===== src/rtl/serial_addsub_pkg.sv =====
// addsub_pkg: definitions shared by the bit-serial adder/subtractor.
//   state_e  : IDLE / SHIFT / DONE sequencing states
//   OP_ADD   : value of sub that selects a + b
//   OP_SUB   : value of sub that selects a - b
//   ADDSUB_W : default operand/result width
package addsub_pkg;

  localparam int   ADDSUB_W = 8;
  localparam logic OP_ADD   = 1'b0;
  localparam logic OP_SUB   = 1'b1;

  typedef enum logic [1:0] {
    IDLE  = 2'd0,
    SHIFT = 2'd1,
    DONE  = 2'd2
  } state_e;

endpackage


===== src/rtl/serial_addsub_fa_cell.sv =====
// fa_cell: combinational 1-bit full adder used as the serial bit slice.
//   a, b, cin : addend bits and carry in
//   s         : sum bit
//   cout      : carry out (majority of a, b, cin)
module fa_cell (
  input  logic a,
  input  logic b,
  input  logic cin,
  output logic s,
  output logic cout
);

  assign s    = a ^ b ^ cin;
  assign cout = (a & b) | (a & cin) | (b & cin);

endmodule


===== src/rtl/serial_addsub.sv =====
// serial_addsub: bit-serial WIDTH-bit adder/subtractor, one bit per clock,
// LSB first, through a single full-adder cell with a registered carry.
//   clk, rst_n : clock, asynchronous active-low reset
//   start      : request, sampled only in IDLE
//   sub        : 0 = a+b, 1 = a-b (sampled with start)
//   a_in, b_in : operands (sampled with start)
//   busy       : high while shifting
//   done       : one-cycle pulse, result valid
//   result     : sum/difference, held until next accepted start
//   carry_out  : final carry (subtract: 1 = no borrow)
//   ovf        : signed overflow, present only when SERIAL_ADDSUB_OVF_EN
//                is defined
//
// state | meaning
// ------+------------------------------------------------------------
// IDLE  | waiting for start; result/carry_out/ovf hold last values
// SHIFT | one bit per edge through fa_cell, WIDTH edges total
// DONE  | done pulse for one cycle, then back to IDLE unconditionally
module serial_addsub
  import addsub_pkg::*;
#(
  parameter int WIDTH = ADDSUB_W
) (
  input  logic             clk,
  input  logic             rst_n,
  input  logic             start,
  input  logic             sub,
  input  logic [WIDTH-1:0] a_in,
  input  logic [WIDTH-1:0] b_in,
  output logic             busy,
  output logic             done,
  output logic [WIDTH-1:0] result,
  output logic             carry_out
`ifdef SERIAL_ADDSUB_OVF_EN
  ,
  output logic             ovf
`endif
);

  localparam int CNT_W = $clog2(WIDTH) + 1;

  state_e           state_q, state_d;
  logic [WIDTH-1:0] a_q, a_d;
  logic [WIDTH-1:0] b_q, b_d;
  logic             c_q, c_d;
  logic [CNT_W-1:0] cnt_q, cnt_d;
  logic [WIDTH-1:0] result_q, result_d;
  logic             carry_out_q, carry_out_d;
  logic             busy_q, busy_d;
  logic             done_q, done_d;
`ifdef SERIAL_ADDSUB_OVF_EN
  logic             ovf_q, ovf_d;
`endif

  logic fa_s;
  logic fa_cout;

  fa_cell u_fa (
    .a    (a_q[0]),
    .b    (b_q[0]),
    .cin  (c_q),
    .s    (fa_s),
    .cout (fa_cout)
  );

  always_comb begin
    state_d     = state_q;
    a_d         = a_q;
    b_d         = b_q;
    c_d         = c_q;
    cnt_d       = cnt_q;
    result_d    = result_q;
    carry_out_d = carry_out_q;
`ifdef SERIAL_ADDSUB_OVF_EN
    ovf_d       = ovf_q;
`endif
    case (state_q)
      IDLE: begin
        if (start) begin
          state_d = SHIFT;
          a_d     = a_in;
          // Subtract as a + ~b + 1: the +1 enters through the carry flop.
          b_d     = (sub == OP_SUB) ? ~b_in : b_in;
          c_d     = sub;
          cnt_d   = '0;
`ifdef SERIAL_ADDSUB_OVF_EN
          ovf_d   = 1'b0;
`endif
        end
      end
      SHIFT: begin
        c_d      = fa_cout;
        a_d      = a_q >> 1;
        b_d      = b_q >> 1;
        result_d = {fa_s, result_q[WIDTH-1:1]};
        cnt_d    = cnt_q + CNT_W'(1);
        if (cnt_q == CNT_W'(WIDTH - 1)) begin
          state_d     = DONE;
          carry_out_d = fa_cout;
`ifdef SERIAL_ADDSUB_OVF_EN
          // On the MSB slice c_q is the carry into the sign bit.
          ovf_d       = c_q ^ fa_cout;
`endif
        end
      end
      DONE:    state_d = IDLE;
      default: state_d = IDLE;
    endcase
    busy_d = (state_d == SHIFT);
    done_d = (state_d == DONE);
  end

  always_ff @(posedge clk or negedge rst_n) begin
    if (!rst_n) begin
      state_q     <= IDLE;
      a_q         <= '0;
      b_q         <= '0;
      c_q         <= 1'b0;
      cnt_q       <= '0;
      result_q    <= '0;
      carry_out_q <= 1'b0;
      busy_q      <= 1'b0;
      done_q      <= 1'b0;
`ifdef SERIAL_ADDSUB_OVF_EN
      ovf_q       <= 1'b0;
`endif
    end else begin
      state_q     <= state_d;
      a_q         <= a_d;
      b_q         <= b_d;
      c_q         <= c_d;
      cnt_q       <= cnt_d;
      result_q    <= result_d;
      carry_out_q <= carry_out_d;
      busy_q      <= busy_d;
      done_q      <= done_d;
`ifdef SERIAL_ADDSUB_OVF_EN
      ovf_q       <= ovf_d;
`endif
    end
  end

  assign busy      = busy_q;
  assign done      = done_q;
  assign result    = result_q;
  assign carry_out = carry_out_q;
`ifdef SERIAL_ADDSUB_OVF_EN
  assign ovf       = ovf_q;
`endif

endmodule


===== config.mk =====
export PLATFORM = sky130hd
export DESIGN_NAME = serial_addsub
export DESIGN_NICKNAME = d
export VERILOG_FILES = /design/src/rtl/serial_addsub_pkg.sv /design/src/rtl/serial_addsub_fa_cell.sv /design/src/rtl/serial_addsub.sv
export SDC_FILE = /design/constraint.sdc
export NUM_CORES = 1
export LEC_CHECK = 0
export ABC_CLOCK_PERIOD_IN_PS = 2170
export CORE_UTILIZATION = 54
export DETAILED_ROUTE_END_ITERATION = 8
export MAX_ROUTING_LAYER = met4
export PLACE_DENSITY_LB_ADDON = 0.15
export SETUP_SLACK_MARGIN = 0.5
export SLEW_MARGIN = 0
export SYNTH_ARGS = -nofsm -noshare
export SYNTH_HDL_FRONTEND = slang
export SYNTH_SLANG_ARGS = --single-unit

===== constraint.sdc =====
create_clock -name clk -period 2.17 [get_ports clk]
set_input_delay 0.434 -clock clk [delete_from_list [all_inputs] [get_ports clk]]
set_output_delay 0.434 -clock clk [all_outputs]
set_load 0.02 [all_outputs]

==> impl_metrics.ini <==
[outcome]
status = completed

[logic_synthesis]
yosys_warnings = 0
syn_nets = 168
synth_cells = 146
yosysSeqAreaShare = 0.564
synth_cell_types = 25
avgSynthCellArea_um2 = 10.3
syn-cell-area_mm2 = 0.00151
synth_seq_cells = 34

[worst_setup_path]
worstPathCellList = nor2b_1, buf_4, a221o_1
cp_top_family = flip-flops
critPathSlowestCell = dfrtp_1
crit_required_ps = 2380
slowest_delay_ps = 540
worstSetupPathType = reg2reg
cp-start-kind = register
path_max_fanout = 14
crit_path_end_kind = register
worst-path-buf-inv = 1
cp.arrival_ps = 1710

[power]
p_seq_frac = 0.446
power.share.clock = 0.182
p_int_w = 0.00154
vdd_ir_drop_max_v = 0.000908
power.leakage_nw = 0.893
switching_share = 0.366
p_sw_w = 0.000888
pwr-share-comb = 0.373
p_per_area_mw_per_mm2 = 1290
power.total_w = 0.00243

[timing]
finalHoldViolCount = 0
rsz0062_at_grt = false
fmax_mhz = 666
fin_crit_sh = 0.692
maxSlewViolCount = 0
worst_slew_pin_slew_ps = 484
relSlewSlack = 0.677
finalSetupViolations = 0
period_minus_slack_ps = 1500
whs_ps = 476
finClkSkew_ps = 5.95
timing.setup.tns_ps = 0

[job]
max_cap_viol_count = 0

[cts]
cts_hold_buf = 0
clk_latency_ps = 320
cts_tree = built
cts.sinks = 34
htreeDepth = 2
cts_buffers = 5
root_buffer = clkbuf_4
post_cts_buffers = 0
clk_pin_slew_worst_paths_ps = 100
clockBufferDepth = 2

[grt]
grt_pass1_vias = 1039
overflow = 0
grt_pass1_wl_um = 4440
grt_max_degree = 35
grt_usage = 0.227
antenna_found_initial = 0

[floorplanning]
die_w_um = 54.8
num_rows = 18
num_io_pins = 31
core_area_mm2 = 0.00257
start_util = 0.587
die_h_um = 54.8
die_area_mm2 = 0.00301

[final_layout]
final_core_util = 0.733
drive_gt1_frac = 0.0787
fin_nets = 199
n_fill_cell = 194
final_cell_mix = 38 x nand2_1, 34 x dfrtp_1, 19 x clkdlybuf4s50_1
syn_to_final_growth_pct = 24.8
diodes = 0
final_common_cell = nand2_1

[place]
place_congestion = 0.769
io_buffers = 30
dpl.hpwl_um = 1940

[route]
drcViolationCount = 0
wl_per_cell_um = 13.3
ant_nets = 0
via_per_inst = 5.34
vias = 1111
routed_wl_um = 2760
drt_pass1_iterations = 4
dr.first_iter.drc_count = 14

[min_path]
min_path_type = reg2reg
## worst reg2reg max path: cells and delay by family, from the launching register on
| family | cells | cell delay, ps |
|---|---|---|
| flip-flops | 1 | 540 |
| AO/OA/AOI/OAI | 1 | 360 |
| AND/OR/NAND/NOR | 1 | 250 |
| buffers and inverters | 1 | 230 |
## sequential cells by signal, indices dropped and copies added (netlist names)
signal and flops:
b_q 8, a_q 8, c_q 1, cnt_q 4
done 1, carry_out 1, result 8, state_q 2
busy 1
## final timing paths
| check | start | end | slack, ps | cells after the start |
|---|---|---|---|---|
| worst max-delay path | state_q[0] | b_q[3] | 670 | 3 |
| worst min-delay path | result[0] | result[0] | 480 | 2 |
| worst max register to register | state_q[0] | b_q[3] | 670 | 3 |
| worst min register to register | result[0] | result[0] | 480 | 2 |
| max in group asynchronous | rst_n | b_q[5] | 1360 | 2 |
| min in group asynchronous | rst_n | a_q[4] | 510 | 2 |
## metal layers
metal	wire length, µm	vias to the layer above	part of all wire	track usage
li1	-	558	-	-
met4	38	0	0.014	0.111
met3	122	4	0.044	0.0583
met5	0	-	0	-
met1	1250	524	0.45	0.261
met2	1350	25	0.49	0.363
## power by group through the flow
stage	Clock (W)	Sequential (W)	Combinational, W
floorplan	0	0.00114	0.000581
finish	0.000441	0.00108	0.000903
global route	0.000480	0.00112	0.00102
detailed placement	0	0.00110	0.000972
global placement	0	0.00108	0.000934
CTS	0.000454	0.00108	0.000915
## area by class of cell
cell class / count / area (µm²) / area share
Multi-Input combinational cell: 100 / 591 / 0.314
Timing Repair Buffer: 35 / 324 / 0.172
Tap cell: 30 / 37.5 / 0.0199
Clock buffer: 7 / 45.0 / 0.0239
Inverter: 1 / 3.75 / 0.00199
Sequential cell: 34 / 851 / 0.452
Clock inverter: 1 / 30.0 / 0.0160
## stage by stage
| step | std cells | cell area [µm²] | setup slack (ps) |
|---|---|---|---|
| 2_1_floorplan | 146 | 1510 | 838 |
| 3_5_place_dp | 200 | 1820 | 276 |
| 3_3_place_gp | 200 | 1820 | 312 |
| 6_report | 208 | 1880 | 669 |
| 5_1_grt | 208 | 1880 | 582 |
| 4_1_cts | 208 | 1880 | 587 |
## synth_stat cells
master	instances	area share
nand2_1	38	0.095
dfrtp_1	34	0.56
o21ai_1	13	0.043
a22oi_1	8	0.040
xnor2_1	8	0.046
a221o_1	7	0.046
buf_2	7	0.023
nor2_1	7	0.017
nand3_1	5	0.017
buf_1	2	0.0050
buf_6	2	0.015
nor2b_1	2	0.0083
a21o_1	1	0.0050
fa_1	1	0.013
ha_1	1	0.0083
inv_1	1	0.0025
mux2_1	1	0.0075
nand2b_1	1	0.0042
nor3_1	1	0.0033
nor3_2	1	0.0066
nor3b_1	1	0.0050
o21bai_1	1	0.0050
o21bai_2	1	0.0075
or3b_1	1	0.0058
xor2_1	1	0.0058
## logic make-up (layout without fill, tap and decap cells)
| family | count (synthesis) | in the layout | synth area share |
|---|---|---|---|
| muxes | 1 | 1 | 0.00747 |
| and+or+nand+nor | 57 | 57 | 0.162 |
| buffers and inverters | 12 | 44 | 0.0456 |
| xor gates and xnor gates | 9 | 9 | 0.0523 |
| DFF | 34 | 34 | 0.564 |
| adders and majority gates | 2 | 2 | 0.0216 |
| AOI/OAI and AO/OA | 31 | 31 | 0.147 |
## timing repair
item                                    in CTS  in global routing
endpoints found under the setup margin      11                  8
gates cloned                                 0                  0
gates resized for setup                     11                  1
No activity file was read; power rests on OpenSTA's default activity.
